File: src/rtl/uart_transmitter.sv
// UART transmit path: start bit, DATA_WIDTH data bits LSB first, optional parity, one stop bit.
// Each bit lasts 'prescale' clock cycles. TX_OUT and busy come straight from flops.
module uart_transmitter #(
  parameter int unsigned DATA_WIDTH = 8,
  parameter int unsigned PRESCALE   = 32
) (
  input  logic                        CLK,
  input  logic                        RST,
  input  logic [DATA_WIDTH-1:0]       P_DATA,
  input  logic                        Data_Valid,
  input  logic                        PAR_EN,
  input  logic                        PAR_TYP,
  input  logic [$clog2(PRESCALE):0]   prescale,
  output logic                        TX_OUT,
  output logic                        busy
);

  localparam int unsigned PW = $clog2(PRESCALE) + 1;
  localparam int unsigned BW = (DATA_WIDTH > 1) ? $clog2(DATA_WIDTH) : 1;

  typedef enum logic [2:0] {
    StIdle   = 3'd0,
    StStart  = 3'd1,
    StData   = 3'd2,
    StParity = 3'd3,
    StStop   = 3'd4
  } state_e;

  state_e                  state_q;
  logic [PW-1:0]           pre_q;
  logic [PW-1:0]           cnt_q;
  logic [BW-1:0]           bit_q;
  logic [DATA_WIDTH-1:0]   shift_q;
  logic                    par_en_q;
  logic                    par_bit_q;
  logic                    tx_q;
  logic                    busy_q;

  logic                    bit_done;
  logic                    last_bit;
  logic [DATA_WIDTH-1:0]   shift_nxt;

  always_comb begin
    bit_done  = (cnt_q == (pre_q - PW'(1)));
    last_bit  = (bit_q == BW'(DATA_WIDTH - 1));
    shift_nxt = shift_q >> 1;
  end

  always_ff @(posedge CLK) begin
    if (RST) begin
      state_q   <= StIdle;
      pre_q     <= PW'(1);
      cnt_q     <= '0;
      bit_q     <= '0;
      shift_q   <= '0;
      par_en_q  <= 1'b0;
      par_bit_q <= 1'b0;
      tx_q      <= 1'b1;
      busy_q    <= 1'b0;
    end else begin
      if (state_q != StIdle) begin
        cnt_q <= bit_done ? '0 : cnt_q + PW'(1);
      end
      case (state_q)
        StIdle: begin
          tx_q   <= 1'b1;
          busy_q <= 1'b0;
          cnt_q  <= '0;
          bit_q  <= '0;
          if (Data_Valid) begin
            shift_q   <= P_DATA;
            par_en_q  <= PAR_EN;
            // Parity is fixed at accept so later input changes cannot alter it.
            par_bit_q <= (^P_DATA) ^ PAR_TYP;
            pre_q     <= (prescale == '0) ? PW'(1) : prescale;
            tx_q      <= 1'b0;
            busy_q    <= 1'b1;
            state_q   <= StStart;
          end
        end
        StStart: begin
          if (bit_done) begin
            tx_q    <= shift_q[0];
            state_q <= StData;
          end
        end
        StData: begin
          if (bit_done) begin
            shift_q <= shift_nxt;
            if (last_bit) begin
              bit_q <= '0;
              if (par_en_q) begin
                tx_q    <= par_bit_q;
                state_q <= StParity;
              end else begin
                tx_q    <= 1'b1;
                state_q <= StStop;
              end
            end else begin
              bit_q <= bit_q + BW'(1);
              tx_q  <= shift_nxt[0];
            end
          end
        end
        StParity: begin
          if (bit_done) begin
            tx_q    <= 1'b1;
            state_q <= StStop;
          end
        end
        StStop: begin
          if (bit_done) begin
            tx_q    <= 1'b1;
            busy_q  <= 1'b0;
            state_q <= StIdle;
          end
        end
        default: begin
          tx_q    <= 1'b1;
          busy_q  <= 1'b0;
          cnt_q   <= '0;
          bit_q   <= '0;
          state_q <= StIdle;
        end
      endcase
    end
  end

  assign TX_OUT = tx_q;
  assign busy   = busy_q;

endmodule
File: config.mk
export PLATFORM = sky130hd
export DESIGN_NAME = uart_transmitter
export DESIGN_NICKNAME = d
export VERILOG_FILES = /design/src/rtl/uart_transmitter.sv
export SDC_FILE = /design/constraint.sdc
export NUM_CORES = 1
export LEC_CHECK = 0
export CAP_MARGIN = 40
export CORE_MARGIN = 2
export CORE_UTILIZATION = 55
export DETAILED_ROUTE_END_ITERATION = 6
export PLACE_DENSITY = 0.79
export SYNTH_ARGS = -nofsm -noshare
export SYNTH_HDL_FRONTEND = slang
export SYNTH_SLANG_ARGS = --single-unit
File: constraint.sdc
create_clock -name CLK -period 3 [get_ports CLK]
set_input_delay 0.75 -clock CLK [delete_from_list [all_inputs] [get_ports CLK]]
set_output_delay 0.75 -clock CLK [all_outputs]
set_load 0.1 [all_outputs]
# ---- After elaboration in Yosys (flattened, before gate mapping)
# Cells that the tools add are included.
dict set report word_totals {
  out_inout_bits 2
  inputBits 19
  ff_bits 30
  word_cells 71
}
dict set report op_classes {
  n_eq_ne 13
  n_addsub 3
  bitwise 4
  n_mux 26
  reduce_logical 16
}
# operator count
set ops {}
lappend ops {{$mux 3} 9}
lappend ops {{$mux 8} 2}
lappend ops {{$pmux 8 s2} 1}
lappend ops {{$pmux 3 s5} 1}
lappend ops {{$mux 6} 2}
lappend ops {{$ne 2x2->1 const B} 6}
lappend ops {{$mux 1} 8}
lappend ops {{$reduce_xor 8->1} 1}
lappend ops {{$add 6x1->6 const B} 1}
lappend ops {{$eq 3x2->1 const B} 2}
lappend ops {{$eq 3x3->1 const B} 2}
lappend ops {{$eq 6x6->1} 1}
lappend ops {{$logic_not 6->1} 1}
lappend ops {{$pmux 3 s2} 1}
lappend ops {{$reduce_and 2->1} 3}
lappend ops {{$reduce_and 3->1} 2}
lappend ops {{$reduce_and 6->1} 1}
lappend ops {{$reduce_or 3->1} 2}
lappend ops {{$sub 6x1->6 const B} 1}
lappend ops {{$pmux 1 s4} 1}
lappend ops {{$reduce_or 2->1} 2}
lappend ops {{$reduce_or 4->1} 1}
lappend ops {{$add 3x1->3 const B} 1}
lappend ops {{$eq 3x1->1 const B} 1}
lappend ops {{7 further kinds} 9}

# ---- Longest topological paths before layout
# Gate-level depths: netlist (run 1).
dict set report logic_depth {
  ltp_word 4
  depth_mapped 8
}

# ---- Least setup slack after synthesis (run 1)
# Ideal clock, no wire load.
dict set report synth_path {
  path_type {reg2reg}
  startpoint {register pre_q[0]}
  endpoint {register bit_q[0]}
  path_buffers 0
  period_less_slack_ns 2.095
  arrival_ns 2.023
  path_stages_with_launch 8
  path_slack_ns 0.905
  path_cell_list {dfxtp_1 -> inv_1 -> ha_1 -> nor2b_1 -> or3_4 -> a311oi_4 -> o221a_2 -> mux2i_1}
}
dict set report synth_via {
  elab_chain_cells 4
}
# item line
set synth_lines {}
lappend synth_lines {{from (decl)} 30} ;# logic [PW-1:0] pre_q;
lappend synth_lines {{from (signal assigned)} 75} ;# pre_q <= (prescale == '0) ? PW'(1) : prescale;
lappend synth_lines {{$sub 6x1->6} 44} ;# bit_done = (cnt_q == (pre_q - PW'(1)));
lappend synth_lines {{$eq 6x6->1} 44}
lappend synth_lines {{$ne 2x2->1 (no source line)} --}
lappend synth_lines {{$reduce_and 2->1 (no source line)} --}
lappend synth_lines {{to (signal assigned)} 100} ;# bit_q <= bit_q + BW'(1);
lappend synth_lines {{to (decl)} 32} ;# logic [BW-1:0] bit_q;
# Every way passes these cells.
# A chain may end at the register's enable or synchronous reset.

# ---- Final worst setup path (run 1)
# Same ends and word-level chain as after synthesis.

==> reports/qor_table.md, run 1 <==
| Metric | This run | Unit |
|:---|:---|:---|
| Run status | completed | - |
| Cts repair resizes | 0 | - |
| Via-to-Cell Ratio | 5.72 | - |
| Total Neg Setup Slack | 0 | ns |
| Critical path startpoint category | flop | - |
| Hold Worst Slack | 0.479 | ns |
| Most frequent standard cell in the layout excluding fill and tap cells | dfxtp_1 | - |
| First-pass GRT wire length | 6170 | µm |
| Number of clock buffers inserted by TritonCTS | 5 | - |
| Net count after synthesis | 212 | - |
| Antenna violations before repair | 0 | - |
| Endpoint type of the worst setup path | flop | - |
| Hold buffer count at CTS | 0 | - |
| Terminus of the critical flop-to-flop path | bit_q[0]$_SDFFE_PP0P_ | - |
| Number of global-route vias before repair | 1428 | - |
| Highest metal layer with signal wires | met4 | - |
| Smallest setup slack after layout | 0.722 | ns |
| Switching power as a share of total power | 36.9 | % |
| DRC errors left | 0 | - |
| RSZ-0062 raised after global routing | false | - |
| Pin count of the biggest net entering global routing | 27 | - |
| Initial core utilization | 58.3 | % |
| Reg2Reg Depth | 8 | - |
| Time the final worst path needs with I/O delays and setup | 2.28 | ns |
| Hold/Removal Path Class | reg -> reg | - |
| Internal Pwr Total | 692 | µW |
| Die ar. | 0.00374 | mm² |
| Clock tree from TritonCTS | done | - |
| Postcts setup bufs | 0 | - |
| Commonest register cell after synthesis | dfxtp_1 | - |
| Fin. max-slew vios | 0 | - |
| Final number of setup-violating endpoints | 0 | - |
| Worst Tran Pin Value | 0.813 | ns |
| Sequential-to-total area share from yosys stat | 33.5 | % |
| Signed area change from the synthesized netlist to the final layout | 12.1 | % |
| Via Count | 1442 | - |
| Root buffer cell | clkbuf_4 | - |
| Switching power | 404 | µW |
| Post-synth design cell area | 0.00179 | mm² |
| Top-level I/O count | 21 | - |
| Count of unique library cells instantiated by Yosys | 48 | - |
| Die width | 61.1 | µm |
| Reg-to-reg setup timing slack | 0.72 | ns |
| Worst setup slack after placement | 0.546 | ns |
| Diodes inserted | 0 | - |
| Port bufs | 20 | - |
| Clk_skew | 0.00769 | ns |
| Power after layout | 1.10 | mW |
| First-pass iteration count of the detailed router | 5 | - |
| Layout cells sized above 1 | 15.4 | % |
| Number of flops mapped to enable cells by yosys | 0 | - |
| Area inside the core boundary | 0.00308 | mm² |
| Worst EP required | 3.26 | ns |
| Synthesized area divided by synthesized cell count | 9.49 | µm² |
| Total wirelength of the detailed-routed design | 3680 | µm |
| Max-capacitance violation count | 0 | - |
| CTS sink count | 30 | - |
| Power per cell area | 544 | mW/mm² |
| Flop pwr share | 43.9 | % |
| GRT overflow | 0 | - |
| Height of the die | 61.1 | µm |
| End point of the critical path | bit_q[0]$_SDFFE_PP0P_ | - |
| Post-route ant nets | 0 | - |
| Leakage dissipation | 0.766 | nW |
| Maximum vdd ir drop | 0.277 | mV |
| Flops & latches, synth | 30 | - |
| CP Class | reg -> reg | - |
| Post-DR wirelength/cell | 14.6 | µm |
| Clock-pin slew of the registers on the worst-case setup and hold paths | 0.09 | ns |
| Worst path arrival time | 2.54 | ns |
| Yosys warning total | 0 | - |
| Wire length on met2 | 1810 | µm |
| Fraction of synthesis flops using an asynchronous set or reset pin | 0 | % |
| Mapped Cells | 189 | - |
| Max Buffers Root-to-Sink | 2 | - |
| Count of routing violations after the opening detailed-route iteration | 86 | - |
| Reg2Reg Launch Point | pre_q[0]$_SDFFE_PP1P_ | - |
| Combined global-route utilization of all metal layers | 22.2 | % |
| Leading cell types in the layout, fill and taps excluded | dfxtp_1 (30), nand2_1 (19), clkdlybuf4s50_1 (18), nor2_1 (16), a21oi_1 (13) | - |
| Tightest slew margin relative to the limit | 45.6 | % |
| Clk pwr share | 20.3 | % |
| CP Launch Point | pre_q[0]$_SDFFE_PP1P_ | - |
| Final hold violations | 0 | - |
| Detailed-placement wirelength estimate | 2670 | µm |
| Met3 wire length | 172 | µm |
| Final Wtd Congestion | 0.762 | - |
| Ratio of final minimum period to clock period | 75.9 | % |
| Max frequency | 439 | MHz |
| Htree depth | 2 | - |
| Peak fanout along the critical path | 19 | - |
| Routed length on met1 | 1630 | µm |
| Worst-skew pair later-pin latency | 0.33 | ns |
| Combinational power share | 35.7 | % |
| Final Net Count | 231 | - |
| Num rows | 20 | - |
-- metal layers --
layer / vias to the layer above / GRT usage, %
li1: 707 / -
met1: 672 / 26.5
met2: 51 / 38.4
met3: 12 / 4.41
met4: 0 / 9.94
met5: - / 0
-- power by group through the flow --
stage	combinational, mW	clock, mW	sequential [mW]
after floorplan	0.294	0	0.509
after global placement	0.376	0	0.488
after detailed placement	0.388	0	0.490
after CTS	0.390	0.228	0.480
after global routing	0.421	0.244	0.487
final	0.392	0.223	0.481
-- cells by family after synthesis --
| kind of cell | after synthesis | share of synthesized area [%] |
|---|---|---|
| compound gates | 48 | 23.3 |
| xor+xnor | 19 | 9.27 |
| fa+ha+maj | 4 | 2.79 |
| buf+inv | 16 | 6.42 |
| flops | 30 | 33.5 |
| mux | 11 | 6.14 |
| simple gates | 61 | 18.6 |
-- critical path, cell delays in order (launching register included) --
cell	delay [ns]
dfxtp_1	0.40
inv_1	0.07
ha_1	0.23
nor2b_1	0.14
or3_4	0.34
a311oi_4	0.28
buf_4	0.28
o221a_2	0.28
mux2i_1	0.19
-- flip-flops by register name (all words and copies together) (netlist names) --
name       cells
par_en_q       1
cnt_q          6
TX_OUT         1
state_q        3
bit_q          3
par_bit_q      1
busy           1
pre_q          6
shift_q        8
-- stage by stage --
stage,utilization [%],cells,cell area (µm²)
2_1_floorplan,-,189,1790
3_3_place_gp,63.9,245,1970
3_5_place_dp,63.9,245,1970
4_1_cts,65.4,252,2010
5_1_grt,65.4,252,2010
6_report,65.4,252,2010
-- final cells by class --
type,count,area (µm²)
Fill cell,262,1070
Clock buffer,7,45.0
Multi-Input combinational cell,143,1080
Inverter,6,22.5
Tap cell,44,55.1
Sequential cell,30,601
Timing Repair Buffer,22,210
-- cell usage after synthesis, drive strengths merged (3+ instances only) --
cell type / count / area, µm²
ha: 4 / 50.1
buf: 7 / 76.3
nand2b: 5 / 31.3
a211oi: 14 / 140
nand3: 4 / 20.0
a21o: 4 / 38.8
nand2: 19 / 71.3
dfxtp: 30 / 601
nor2: 16 / 60.1
xnor2: 12 / 105
xor2: 7 / 61.3
nor3: 3 / 15.0
inv: 6 / 22.5
mux2i: 11 / 110
a21oi: 14 / 81.3
-- how the worst min path moves through the flow --
stage,startpoint,to,slack [ns],cells past startpoint
floorplan,cnt_q[0]$_SDFFE_PP0P_,cnt_q[0]$_SDFFE_PP0P_,0.44,1
global placement,bit_q[2]$_SDFFE_PP0P_,bit_q[2]$_SDFFE_PP0P_,0.46,2
detailed placement,pre_q[1]$_SDFFE_PP0P_,pre_q[1]$_SDFFE_PP0P_,0.47,2
CTS,pre_q[1]$_SDFFE_PP0P_,pre_q[1]$_SDFFE_PP0P_,0.48,2
global route,cnt_q[0]$_SDFFE_PP0P_,cnt_q[0]$_SDFFE_PP0P_,0.51,1
finish,pre_q[1]$_SDFFE_PP0P_,pre_q[1]$_SDFFE_PP0P_,0.48,2
No activity file was read; power rests on OpenSTA's default activity.
==> run 2, diff against run 1 <==
==> constraint.sdc (replaced) <==
create_clock -name CLK -period 2.1 [get_ports CLK]
set_input_delay 0.525 -clock CLK [delete_from_list [all_inputs] [get_ports CLK]]
set_output_delay 0.525 -clock CLK [all_outputs]
set_load 0.1 [all_outputs]
==> reports/qor_table.md, run 2 (synthesis gave the netlist of run 1 again) <==
| Metric | This run | Unit |
|:---|:---|:---|
| Maximum vdd ir drop | 0.636 | mV |
| Total wirelength of the detailed-routed design | 3930 | µm |
| Number of flip-flops in the largest register | 8 | - |
| Run status | completed | - |
| Area inside the core boundary | 0.00308 | mm² |
| Max Buffers Root-to-Sink | 2 | - |
| Final number of setup-violating endpoints | 0 | - |
| Leading cell types in the layout, fill and taps excluded | dfxtp_1 (29), nand2_1 (19), clkdlybuf4s50_1 (18), nor2_1 (16), a21oi_1 (13) | - |
| Signed area change from the synthesized netlist to the final layout | 17.5 | % |
| Hold Worst Slack | 0.477 | ns |
| Max-capacitance violation count | 0 | - |
| Clock-pin slew of the registers on the worst-case setup and hold paths | 0.10 | ns |
| Worst path arrival time | 2.27 | ns |
| Ratio of final minimum period to clock period | 95.9 | % |
| Clock tree from TritonCTS | done | - |
| Root buffer cell | clkbuf_4 | - |
| Clk_skew | 0.0131 | ns |
| Most frequent standard cell in the layout excluding fill and tap cells | dfxtp_1 | - |
| Biggest registers after layout | shift_q (8), cnt_q (6), pre_q (6) | - |
| Fin. max-slew vios | 0 | - |
| Fill cell total of the finished layout | 248 | - |
| Postcts setup bufs | 0 | - |
| GRT overflow | 0 | - |
| Post-DR wirelength/cell | 15.2 | µm |
| Power after layout | 1.68 | mW |
| Die width | 61.1 | µm |
| Number of placed cells counting well taps | 250 | - |
| Number of clock buffers inserted by TritonCTS | 5 | - |
| Critical path startpoint category | flop | - |
| RSZ-0062 raised after global routing | true | - |
| Number of global-route vias before repair | 1516 | - |
| Via Count | 1478 | - |
| Htree depth | 2 | - |
| Critical path's largest stage delay | 0.47 | ns |
| Worst-skew pair later-pin latency | 0.35 | ns |
| Initial core utilization | 58.3 | % |
| Worst Tran Pin Value | 0.420 | ns |
| Register with the highest flop count | shift_q | - |
| Tightest slew margin relative to the limit | 72.0 | % |
| Max frequency | 496 | MHz |
| First-pass iteration count of the detailed router | 4 | - |
| Hold/Removal Path Class | reg -> reg | - |
| Endpoint type of the worst setup path | flop | - |
| Post-route ant nets | 0 | - |
| Time the final worst path needs with I/O delays and setup | 2.01 | ns |
| Count of non-filler cells in the finished layout | 258 | - |
| Hold buffer count at CTS | 0 | - |
| Num rows | 20 | - |
| CP Class | reg -> reg | - |
| Die ar. | 0.00374 | mm² |
| Diodes inserted | 0 | - |
| Worst EP required | 2.36 | ns |
| Port bufs | 20 | - |
| Pin count of the biggest net entering global routing | 27 | - |
| Leakage dissipation | 0.809 | nW |
| Power per cell area | 798 | mW/mm² |
| CTS sink count | 30 | - |
| DRC errors left | 0 | - |
| Final hold violations | 0 | - |
| Total Neg Setup Slack | 0 | ns |
| First-pass GRT wire length | 6600 | µm |
| Layout cells sized above 1 | 19.6 | % |
| Final Wtd Congestion | 0.855 | - |
| Count of routing violations after the opening detailed-route iteration | 112 | - |
| Final Net Count | 236 | - |
| Peak fanout along the critical path | 9 | - |
| Cell type of the slowest stage on the worst timing path | or4_4 | - |
| Height of the die | 61.1 | µm |
| Antenna violations before repair | 0 | - |
| Cell breakdown of the critical path | or3_4, or4_4, a21oi_4, a211oi_1, a211oi_2 | - |
| Top-level I/O count | 21 | - |
| Via-to-Cell Ratio | 5.73 | - |
| Detailed-placement wirelength estimate | 2940 | µm |
| Combined global-route utilization of all metal layers | 24.4 | % |
[run 2: routing by layer]
metal / up-vias / global-route usage [%] / share of wire, %
met3: 12 / 8.19 / 5.1
met5: - / 0 / 0
met4: 0 / 11.5 / 2.4
met1: 695 / 26.5 / 41
li1: 722 / - / -
met2: 49 / 42.6 / 52
[run 2: cell type report]
type	count	area, µm²	share of cell area, %
Clock inverter	1	5.00	0.237
Inverter	6	22.5	1.07
Tap cell	44	55.1	2.61
Clock buffer	7	55.1	2.61
Timing Repair Buffer	27	264	12.5
Multi-Input combinational cell	143	1100	52.4
Sequential cell	30	602	28.5
[run 2: timing repair]
action | in CTS | in global routing
resized for setup | 3 | 4
setup endpoints to repair | 14 | 18
pin swaps | 2 | 1
[run 2: power by group]
group / leakage (nW) / switching [mW] / internal (mW)
logic: 0.528 / 0.351 / 0.277
clock network: 0.0353 / 0.209 / 0.162
registers: 0.245 / 0.0552 / 0.629
[run 2: final timing paths]
check             slack, ns                      end             startpoint  depth (start not counted)
hold reg to reg        0.48    bit_q[2]$_SDFFE_PP0P_  bit_q[2]$_SDFFE_PP0P_                          2
setup reg to reg       0.09  shift_q[4]$_SDFFE_PP0P_  pre_q[0]$_SDFFE_PP1P_                          5
setup / recovery       0.09  shift_q[4]$_SDFFE_PP0P_  pre_q[0]$_SDFFE_PP1P_                          5
hold / removal         0.48    bit_q[2]$_SDFFE_PP0P_  bit_q[2]$_SDFFE_PP0P_                          2
[run 2: critical path: cells and delay by family (launching register included)]
kind	cells	cell delay (ns)
and+or+nand+nor	2	0.89
DFF	1	0.35
AOI/OAI and AO/OA	3	0.70
[run 2: through the flow]
step                util, %  cell area, µm²  setup slack (ns)
floorplan                 -            1790           0.00517
global placement       65.5            2020            0.0581
detailed placement     65.5            2020           -0.0603
CTS                    67.9            2090           0.00449
global route           68.5            2110          -0.00747
finish                 68.5            2110            0.0857
==> run 3, diff against run 2 <==
--- a/config.mk
+++ b/config.mk
@@ -5,6 +5,7 @@
 export SDC_FILE = /design/constraint.sdc
 export NUM_CORES = 1
 export LEC_CHECK = 0
+export ABC_AREA = 1
 export CAP_MARGIN = 40
 export CORE_MARGIN = 2
 export CORE_UTILIZATION = 55
==> reports/qor_table.md, run 3 <==
| Metric | This run | Unit |
|:---|:---|:---|
| Final standard cell area without fillers | 0.00202 | mm² |
| Worst EP required | 2.33 | ns |
| Number of global-route vias before repair | 1498 | - |
| Worst-skew pair later-pin latency | 0.33 | ns |
| Num rows | 20 | - |
| Die ar. | 0.00360 | mm² |
| Yosys warning total | 0 | - |
| Maximum vdd ir drop | 0.579 | mV |
| Switching power | 1.22 | mW |
| Final hold violations | 0 | - |
| Final Wtd Congestion | 0.908 | - |
| Hold Worst Slack | 0.464 | ns |
| Diodes inserted | 0 | - |
| Leading cell types in the layout, fill and taps excluded | nand2_1 (80), dfxtp_1 (30), a21oi_1 (24), nor2_1 (20) | - |
| Postcts setup bufs | 0 | - |
| Utilization after layout | 66.6 | % |
| Hold/Removal Path Class | reg -> reg | - |
| Clock tree from TritonCTS | done | - |
| RSZ-0062 raised after global routing | true | - |
| Clk_skew | 0.00384 | ns |
| Worst path arrival time | 2.11 | ns |
| Top post-synthesis cells by count | nand2_1 (80), dfxtp_1 (30), a21oi_1 (24) | - |
| Synthesized area divided by synthesized cell count | 6.72 | µm² |
| Initial core utilization | 57.0 | % |
| Number of clock buffers inserted by TritonCTS | 5 | - |
| Cell breakdown of the critical path | inv_2, ha_1, inv_1, nand2_1, nand2_1, nor2_1, nand2_1, nor2_1, nand3_2, o211ai_1, buf_4, nor2_1 | - |
| Fraction of synthesis flops using an asynchronous set or reset pin | 0 | % |
| Flop pwr share | 32.1 | % |
| Fin. max-slew vios | 0 | - |
| Biggest registers after layout | shift_q (8), cnt_q (6), pre_q (6) | - |
| Number of flip-flops in the largest register | 8 | - |
| Htree depth | 2 | - |
| Antenna violations before repair | 0 | - |
| Area share of the largest cell type after synthesis | 34.8 | % |
| Post-synth design cell area | 0.00173 | mm² |
| Most frequent standard cell in the layout excluding fill and tap cells | nand2_1 | - |
| Internal Pwr Total | 1.34 | mW |
| Commonest register cell after synthesis | dfxtp_1 | - |
| Via Count | 1636 | - |
| Run status | completed | - |
| Height of the die | 60.0 | µm |
| Fill cell total of the finished layout | 301 | - |
| CTS sink count | 30 | - |
| Signed area change from the synthesized netlist to the final layout | 16.8 | % |
| Root buffer cell | clkbuf_4 | - |
| Sequential-to-total area share from yosys stat | 34.8 | % |
| First-pass iteration count of the detailed router | 4 | - |
| Post-DR wirelength/cell | 10.8 | µm |
| Leakage dissipation | 0.908 | nW |
| Mapped Cells | 257 | - |
| Total wirelength of the detailed-routed design | 3500 | µm |
| Max frequency | 530 | MHz |
| First-pass GRT wire length | 6100 | µm |
| Layout cells sized above 1 | 11.4 | % |
| Critical path's largest stage delay | 0.38 | ns |
| Clock-pin slew of the registers on the worst-case setup and hold paths | 0.08 | ns |
| CP Class | reg -> reg | - |
| Max-capacitance violation count | 0 | - |
| Peak fanout along the critical path | 5 | - |
| Time the final worst path needs with I/O delays and setup | 1.89 | ns |
| Count of routing violations after the opening detailed-route iteration | 80 | - |
| Clk pwr share | 12.9 | % |
| Hold buffer count at CTS | 0 | - |
| Die width | 60.0 | µm |
| Combined global-route utilization of all metal layers | 22.8 | % |
| Critical path startpoint category | flop | - |
| DRC errors left | 0 | - |
| Top-level I/O count | 21 | - |
| Biggest area consumer among synthesized cells | dfxtp_1 | - |
| Detailed-placement wirelength estimate | 2730 | µm |
| Net count after synthesis | 280 | - |
| Flops & latches, synth | 30 | - |
| Cell with the most instances after synthesis | nand2_1 | - |
| Crit-path leading delay family | simple AND/OR/NAND/NOR gates | - |
| Pin count of the biggest net entering global routing | 17 | - |
| Final Net Count | 305 | - |
| Power per cell area | 1270 | mW/mm² |
| Tightest slew margin relative to the limit | 79.6 | % |
| Switching power as a share of total power | 47.6 | % |
| Endpoint type of the worst setup path | flop | - |
| Total buffers and inverters traversed by the critical path | 3 | - |
| Cell type of the slowest stage on the worst timing path | dfxtp_1 | - |
| GRT overflow | 0 | - |
| Max Buffers Root-to-Sink | 2 | - |
| Post-route ant nets | 0 | - |
| Port bufs | 20 | - |
| Register with the highest flop count | shift_q | - |
| Worst Tran Pin Value | 0.306 | ns |
| Leading post-synthesis cells by cell area | dfxtp_1 (35%), nand2_1 (17%), a21oi_1 (7.0%) | - |
| Number of flops mapped to enable cells by yosys | 0 | - |
| Area inside the core boundary | 0.00303 | mm² |
| Count of unique library cells instantiated by Yosys | 27 | - |
| Post-detailed-placement cell area | 0.00196 | mm² |
| Final number of setup-violating endpoints | 0 | - |
| Ratio of final minimum period to clock period | 89.8 | % |
| Via-to-Cell Ratio | 5.03 | - |
| Combinational power share | 55.1 | % |
-- run 3: area by class of cell --
type,count,area (µm²),area share [%]
clock buffer,6,51.3,2.54
inverter,28,105,5.21
multi-input combinational,193,980,48.6
sequential,30,601,29.8
tap,44,55.1,2.73
timing repair buffer,24,225,11.2
-- run 3: power by group through the flow --
stage | Combinational [mW] | Sequential (mW) | Clock [mW]
2_1_floorplan | 1.06 | 0.909 | 0
3_3_place_gp | 1.37 | 0.830 | 0
3_5_place_dp | 1.39 | 0.832 | 0
4_1_cts | 1.39 | 0.820 | 0.343
5_1_grt | 1.61 | 0.838 | 0.369
6_report | 1.41 | 0.819 | 0.329
-- run 3: cells by family after synthesis --
group	synth area share, %
XOR/XNOR	6.09
AND/OR/NAND/NOR	35.9
adder cells (fa/ha/maj)	2.90
buffers and inverters	8.77
AO/OA/AOI/OAI	11.6
flip-flops	34.8
-- run 3: tightest hold or removal path: stages, from the launching register on --
cell	delay [ns]
dfxtp_1	0.31
nand2_1	0.06
a21oi_1	0.05
-- run 3: metal layers --
layer  global-route usage, %  vias to the layer above  part of all wire [%]
met5                       0                        -                     0
met4                    10.5                        0                   2.7
met3                    7.36                        9                   3.7
met2                    39.9                       30                    49
met1                    24.8                      725                    44
li1                        -                      872                     -
-- run 3: worst paths after layout --
kind	from	to	slack, ns	cells after the start
max	pre_q[0]$_SDFFE_PP1P_	cnt_q[3]$_SDFFE_PP0P_	0.21	12
min	shift_q[5]$_SDFFE_PP0P_	shift_q[5]$_SDFFE_PP0P_	0.46	2
max reg2reg	pre_q[0]$_SDFFE_PP1P_	cnt_q[3]$_SDFFE_PP0P_	0.21	12
min reg2reg	shift_q[5]$_SDFFE_PP0P_	shift_q[5]$_SDFFE_PP0P_	0.46	2
-- run 3: timing repair --
action	4_1_cts	5_1_grt
endpoints found under the hold margin	0	0
resized for setup	0	1
setup endpoints to repair	0	11
-- run 3: stage by stage --
stage / cells / TNS, ns / total power, mW / setup slack, ns
finish: 325 / 0 / 2.55 / 0.214
global route: 325 / -0.00581 / 2.81 / -0.00337
CTS: 325 / 0 / 2.55 / 0.192
detailed placement: 319 / 0 / 2.22 / 0.206
global placement: 319 / 0 / 2.21 / 0.219
floorplan: 257 / 0 / 1.97 / 0.399
